### config.mk
export PLATFORM = sky130hd
export DESIGN_NAME = fpadd_align_stage
export DESIGN_NICKNAME = d
export VERILOG_FILES = /design/src/rtl/fpadd_pkg.sv /design/src/rtl/fpadd_align_shifter.sv /design/src/rtl/fpadd_align_stage.sv
export SDC_FILE = /design/constraint.sdc
export NUM_CORES = 1
export LEC_CHECK = 0
export ABC_AREA = 1
export CAP_MARGIN = 10
export CORE_MARGIN = 1
export CORE_UTILIZATION = 52
export DETAILED_ROUTE_END_ITERATION = 8
export GPL_TIMING_DRIVEN = 0
export PLACE_DENSITY = 0.81
export SKIP_LAST_GASP = 1
export SLEW_MARGIN = 20
export SYNTH_ARGS = -nofsm -noshare
export SYNTH_HDL_FRONTEND = slang
export SYNTH_SLANG_ARGS = --single-unit
### constraint.sdc
create_clock -name clk -period 8.1 [get_ports clk]
set_clock_uncertainty 0.1 [all_clocks]
set_input_delay 2.43 -clock clk [delete_from_list [all_inputs] [get_ports clk]]
set_output_delay 2.43 -clock clk [all_outputs]
set_load 0.02 [all_outputs]
### src/rtl/fpadd_pkg.sv
// ============================================================================
// Module : fpadd_pkg
// Brief  : Shared widths and the stage-2 -> stage-3 word of the FP32 add pipe.
// Rev    : 1.0 - initial release
// ============================================================================
`default_nettype none

package fpadd_pkg;

   localparam int EXP_W = 8;
   localparam int MAN_W = 24;
   localparam int EXT_W = MAN_W + 3;

   typedef struct packed {
      logic             bypass;
      logic [31:0]      bypass_result;
      logic             sign_big;
      logic             eff_sub;
      logic [EXP_W-1:0] exp;
      logic [EXT_W-1:0] man_big;
      logic [EXT_W-1:0] man_small;
   } align_word_t;

endpackage

`default_nettype wire

### src/rtl/fpadd_align_shifter.sv
// ============================================================================
// Module : fpadd_align_shifter
// Brief  : Saturating right shift of {man, G, R, S}; sticky OR when
//          FPADD_ALIGN_STICKY_EN is defined, plain truncation otherwise.
// Rev    : 1.0 - initial release
// ============================================================================
`default_nettype none

module fpadd_align_shifter
   import fpadd_pkg::*;
(
   input  logic [MAN_W-1:0] i_man,
   input  logic [EXP_W-1:0] i_shamt,
   output logic [EXT_W-1:0] o_aligned
);

   localparam int               SH_W        = $clog2(EXT_W + 1);
   localparam logic [EXP_W-1:0] c_SAT_LIMIT = EXP_W'(EXT_W);

   logic [EXT_W-1:0] w_ext;
   logic             w_sat;
   logic [SH_W-1:0]  w_sh;
   logic [EXT_W-1:0] w_shifted;

   assign w_ext     = {i_man, 3'b000};
   assign w_sat     = (i_shamt >= c_SAT_LIMIT);
   assign w_sh      = i_shamt[SH_W-1:0];
   assign w_shifted = w_sat ? '0 : (w_ext >> w_sh);

`ifdef FPADD_ALIGN_STICKY_EN
   logic [EXT_W-1:0] w_lost_mask;
   logic             w_sticky;

   // Mask selects exactly the low bits that fall off the right end.
   assign w_lost_mask = w_sat ? '1 : ~({EXT_W{1'b1}} << w_sh);
   assign w_sticky    = |(w_ext & w_lost_mask);
   assign o_aligned   = {w_shifted[EXT_W-1:1], w_shifted[0] | w_sticky};
`else
   assign o_aligned   = w_shifted;
`endif

endmodule

`default_nettype wire

### src/rtl/fpadd_align_stage.sv
// ============================================================================
// Module : fpadd_align_stage
// Brief  : FP32 add stage 2: operand ordering, mantissa alignment and a
//          2-entry skid-buffered handshake. Option: FPADD_ALIGN_STICKY_EN.
// Rev    : 1.0 - initial release
// ============================================================================
`default_nettype none

module fpadd_align_stage
   import fpadd_pkg::*;
(
   input  logic             clk,
   input  logic             rst,
   input  logic             in_valid,
   output logic             in_ready,
   input  logic             bypass,
   input  logic [31:0]      bypass_result,
   input  logic             sign_A,
   input  logic             sign_B,
   input  logic [EXP_W-1:0] exp_A,
   input  logic [EXP_W-1:0] exp_B,
   input  logic [MAN_W-1:0] man_A,
   input  logic [MAN_W-1:0] man_B,
   input  logic [EXP_W-1:0] exp_diff,
   input  logic             A_is_bigger,
   output logic             out_valid,
   input  logic             out_ready,
   output logic             out_bypass,
   output logic [31:0]      out_bypass_result,
   output logic             out_sign_big,
   output logic             out_eff_sub,
   output logic [EXP_W-1:0] out_exp,
   output logic [EXT_W-1:0] out_man_big,
   output logic [EXT_W-1:0] out_man_small
);

   logic [MAN_W-1:0] w_man_small;
   logic [EXT_W-1:0] w_aligned;
   align_word_t      w_new;
   logic             w_in_fire;
   logic             w_main_free;

   align_word_t r_main;
   align_word_t r_skid;
   logic        r_main_vld;
   logic        r_skid_vld;

   assign w_man_small = A_is_bigger ? man_B : man_A;

   fpadd_align_shifter u_shifter (
      .i_man     (w_man_small),
      .i_shamt   (exp_diff),
      .o_aligned (w_aligned)
   );

   always_comb begin
      w_new = '0;
      if (bypass) begin
         w_new.bypass        = 1'b1;
         w_new.bypass_result = bypass_result;
      end else begin
         w_new.sign_big  = A_is_bigger ? sign_A : sign_B;
         w_new.eff_sub   = sign_A ^ sign_B;
         w_new.exp       = A_is_bigger ? exp_A : exp_B;
         w_new.man_big   = {(A_is_bigger ? man_A : man_B), 3'b000};
         w_new.man_small = w_aligned;
      end
   end

   // Skid is only ever occupied while main is full, so main being free
   // (empty or draining) is the single condition that advances the queue.
   assign in_ready    = ~r_skid_vld;
   assign w_in_fire   = in_valid & in_ready;
   assign w_main_free = ~r_main_vld | out_ready;

   always_ff @(posedge clk or posedge rst) begin
      if (rst) begin
         r_main     <= '0;
         r_skid     <= '0;
         r_main_vld <= 1'b0;
         r_skid_vld <= 1'b0;
      end else if (w_main_free) begin
         if (r_skid_vld) begin
            r_main     <= r_skid;
            r_main_vld <= 1'b1;
            r_skid_vld <= 1'b0;
         end else begin
            r_main_vld <= w_in_fire;
            if (w_in_fire) begin
               r_main <= w_new;
            end
         end
      end else if (w_in_fire) begin
         r_skid     <= w_new;
         r_skid_vld <= 1'b1;
      end
   end

   assign out_valid         = r_main_vld;
   assign out_bypass        = r_main.bypass;
   assign out_bypass_result = r_main.bypass_result;
   assign out_sign_big      = r_main.sign_big;
   assign out_eff_sub       = r_main.eff_sub;
   assign out_exp           = r_main.exp;
   assign out_man_big       = r_main.man_big;
   assign out_man_small     = r_main.man_small;

endmodule

`default_nettype wire

==> impl_metrics.json <==
{
  "rr_endpoint": "out_bypass_result[28]$_DFFE_PP0P_",
  "drt-initial-drc-count": 982,
  "p_leak_nw": 6.03,
  "ant_nets": 0,
  "crit_family": "buffers and inverters",
  "vias_per_cell": 5.79,
  "clock-sinks": 190,
  "gp_congestion": 0.959,
  "async_flop_share_pct": 100,
  "worst_r2r_path_depth": 8,
  "yosysWarnings": 0,
  "crit_required_ns": 5.57,
  "die_width_um": 141,
  "synth_most_common_cell": "nand2_1",
  "grt_pass1_vias": 10339,
  "io_buffers": 203,
  "fin_setup_tns_ns": 0,
  "chipHeight_um": 141,
  "min_path_type": "register to register",
  "max-clock-path-buffers": 2,
  "synth.distinct_cells": 25,
  "final_core_util_pct": 68.8,
  "firstDrtPassIters": 5,
  "cts_resized": 0,
  "crit_chain": "buf_2 > clkinv_1 > clkbuf_1 > clkbuf_1 > clkdlybuf4s50_1",
  "post_synth.cell_area_avg_um2": 7.25,
  "wl_per_cell_um": 18.8,
  "setup_ws_ns": 2.78,
  "die-area_mm2": 0.0197,
  "met1_length_um": 14600,
  "whs_path_depth": 2,
  "antenna_cells": 0,
  "crit_buf_inv": 5,
  "grt_max_degree": 106,
  "total_power_mw": 2.77,
  "layout_worst_path_cycle_share_pct": 65.7,
  "final.min_clock_period_ns": 5.32,
  "grt-ovfl-total": 0,
  "hp-start": "out_man_small[17]$_DFFE_PP0P_",
  "core_mm2": 0.0188,
  "crit_path_end_kind": "output port",
  "fin_area_mm2": 0.0129,
  "crit_type": "register to output port",
  "cts_root_buf": "clkbuf_16",
  "initial_core_util_pct": 53.2,
  "std_cell_rows": 50,
  "syn_to_final_growth_pct": 29.5,
  "highest_layer": "met4",
  "synthCells": 1377,
  "status": "completed",
  "grt_util_all_layers_pct": 36.6,
  "setup_viol": 0,
  "timing.fmax_mhz": 188,
  "routed-wl-met2_um": 16200,
  "post-place-ws_ns": 3.31,
  "cts_tree": "done",
  "crit_top_cell": "clkbuf_1",
  "seq_area_frac_synth_pct": 47.7,
  "slew_viol_final": 0,
  "slowest_delay_ns": 0.72,
  "post-cts-setup-buffer-count": 0,
  "yosys_register_bits": 190,
  "clk_pin_slew_worst_paths_ns": 0.08,
  "r2r_slack_ns": 5.91,
  "hold_buffers": 0,
  "synth_flop_cell": "dfrtp_1",
  "vias": 10698,
  "nets": 1714,
  "synth_top_area_share_pct": 47.7,
  "hold_end": "out_man_small[17]$_DFFE_PP0P_",
  "r2r-start": "r_skid_vld$_DFFE_PP0P_",
  "antenna_found_initial": 0,
  "critPathLaunchType": "register",
  "synth_common_cells": "426 x nand2_1, 190 x dfrtp_1, 177 x nand3_1, 146 x o21ai_0, 140 x nor2_1",
  "synth_area_leaders": "dfrtp_1 48%, nand2_1 16%, nand3_1 8.9%, o21ai_0 7.3%, a21oi_1 5.4%",
  "tightest_slew_ns": 0.885,
  "finalHoldViolations": 0,
  "drive_above_1_share_pct": 5.33,
  "insertion_delay_ns": 0.45,
  "rsz0062_at_grt": "no",
  "drc_errors": 0,
  "peakVddDrop_mv": 0.150,
  "dpl.hpwl_um": 26100,
  "grt_pass1_wl_um": 55700,
  "dpl_cell_area_mm2": 0.0123,
  "synth_edf_count": 0,
  "cp_slowest_cell": "clkdlybuf4s50_1",
  "relSlewSlack_pct": 41.0,
  "crit_path_max_fanout": 10,
  "cts.htree.levels": 4,
  "powerDensity_mw_per_mm2": 214,
  "cp.arrival_ns": 2.79,
  "synth.largest_area_cell": "dfrtp_1",
  "met3_wirelength_um": 3130,
  "cap_violations": 0,
  "wl_um": 34800,
  "syn_area_mm2": 0.00998,
  "io_pins": 211,
  "numCtsBuffers": 17
}
## per-layer routing
layer | up-vias | track usage [%]
li1 | 4993 | -
met5 | - | 0
met4 | 0 | 12.2
met2 | 553 | 59.7
met3 | 77 | 7.45
met1 | 5075 | 49.0
## state kept, by name (all words and copies together) (netlist names)
signal	flops
out_bypass	1
out_bypass_result	32
out_eff_sub	1
out_exp	8
out_man_big	24
out_man_small	27
out_sign_big	1
out_valid	1
r_skid	94
r_skid_vld	1
## cell type report
class	instances	area, um^2
fillers	1557	5850
well taps	234	293
repair buffers	204	2060
plain buffers	106	492
clock inverters	14	148
flip-flops and latches	190	4750
inverters	31	124
clock buffers	18	429
multi-input cells	1052	4620
## cells in the final DEF (no fill, tap or decap), drive strengths merged, types with 3 or more instances in the layout
cell type / count
dfrtp: 190
o21ai: 165
a21o: 5
clkbuf: 73
inv: 35
nor2: 141
clkinv: 8
conb: 3
buf: 52
nand3: 177
clkdlybuf4s50: 203
a21oi: 108
o21a: 14
nand2: 426
nand4: 7
## how the worst max path moves through the flow
| stage | startpoint | to | slack (ns) | cells past startpoint |
|---|---|---|---|---|
| after floorplan | rst | out_bypass$_DFFE_PP0P_ | 0.40 | 1 |
| after global placement | rst | out_man_big[24]$_DFFE_PP0P_ | -2.07 | 2 |
| after detailed placement | r_skid_vld$_DFFE_PP0P_ | in_ready | 3.31 | 5 |
| after CTS | r_skid_vld$_DFFE_PP0P_ | in_ready | 2.83 | 5 |
| after global routing | r_skid_vld$_DFFE_PP0P_ | in_ready | 2.69 | 5 |
| final | r_skid_vld$_DFFE_PP0P_ | in_ready | 2.78 | 5 |
## through the flow
stage                     std cells  hold WS [ns]
after floorplan                1379         0.348
after global placement         1816         0.362
after detailed placement       1817         0.365
after CTS                      1849         0.386
after global routing           1849         0.404
final                          1849         0.379
## tightest hold or removal path: stages, from the launching register on
cell     delay (ns)
dfrtp_1        0.35
nand2_1        0.05
nand2_1        0.05
## power by group
part           switching [mW]  internal (mW)
combinational           0.458          0.315
clock                   0.422          0.411
sequential             0.0760           1.09
## cell families after synthesis
| family | count (synthesis) | share of synthesized area (%) |
|---|---|---|
| buffers and inverters | 137 | 6.09 |
| AND/OR/NAND/NOR | 753 | 30.8 |
| flip-flops | 190 | 47.7 |
| AO/OA/AOI/OAI | 295 | 15.3 |
| other | 1 | 0.0376 |
| XOR/XNOR | 1 | 0.0878 |
Note: power is estimated with default switching activity, not from simulation.
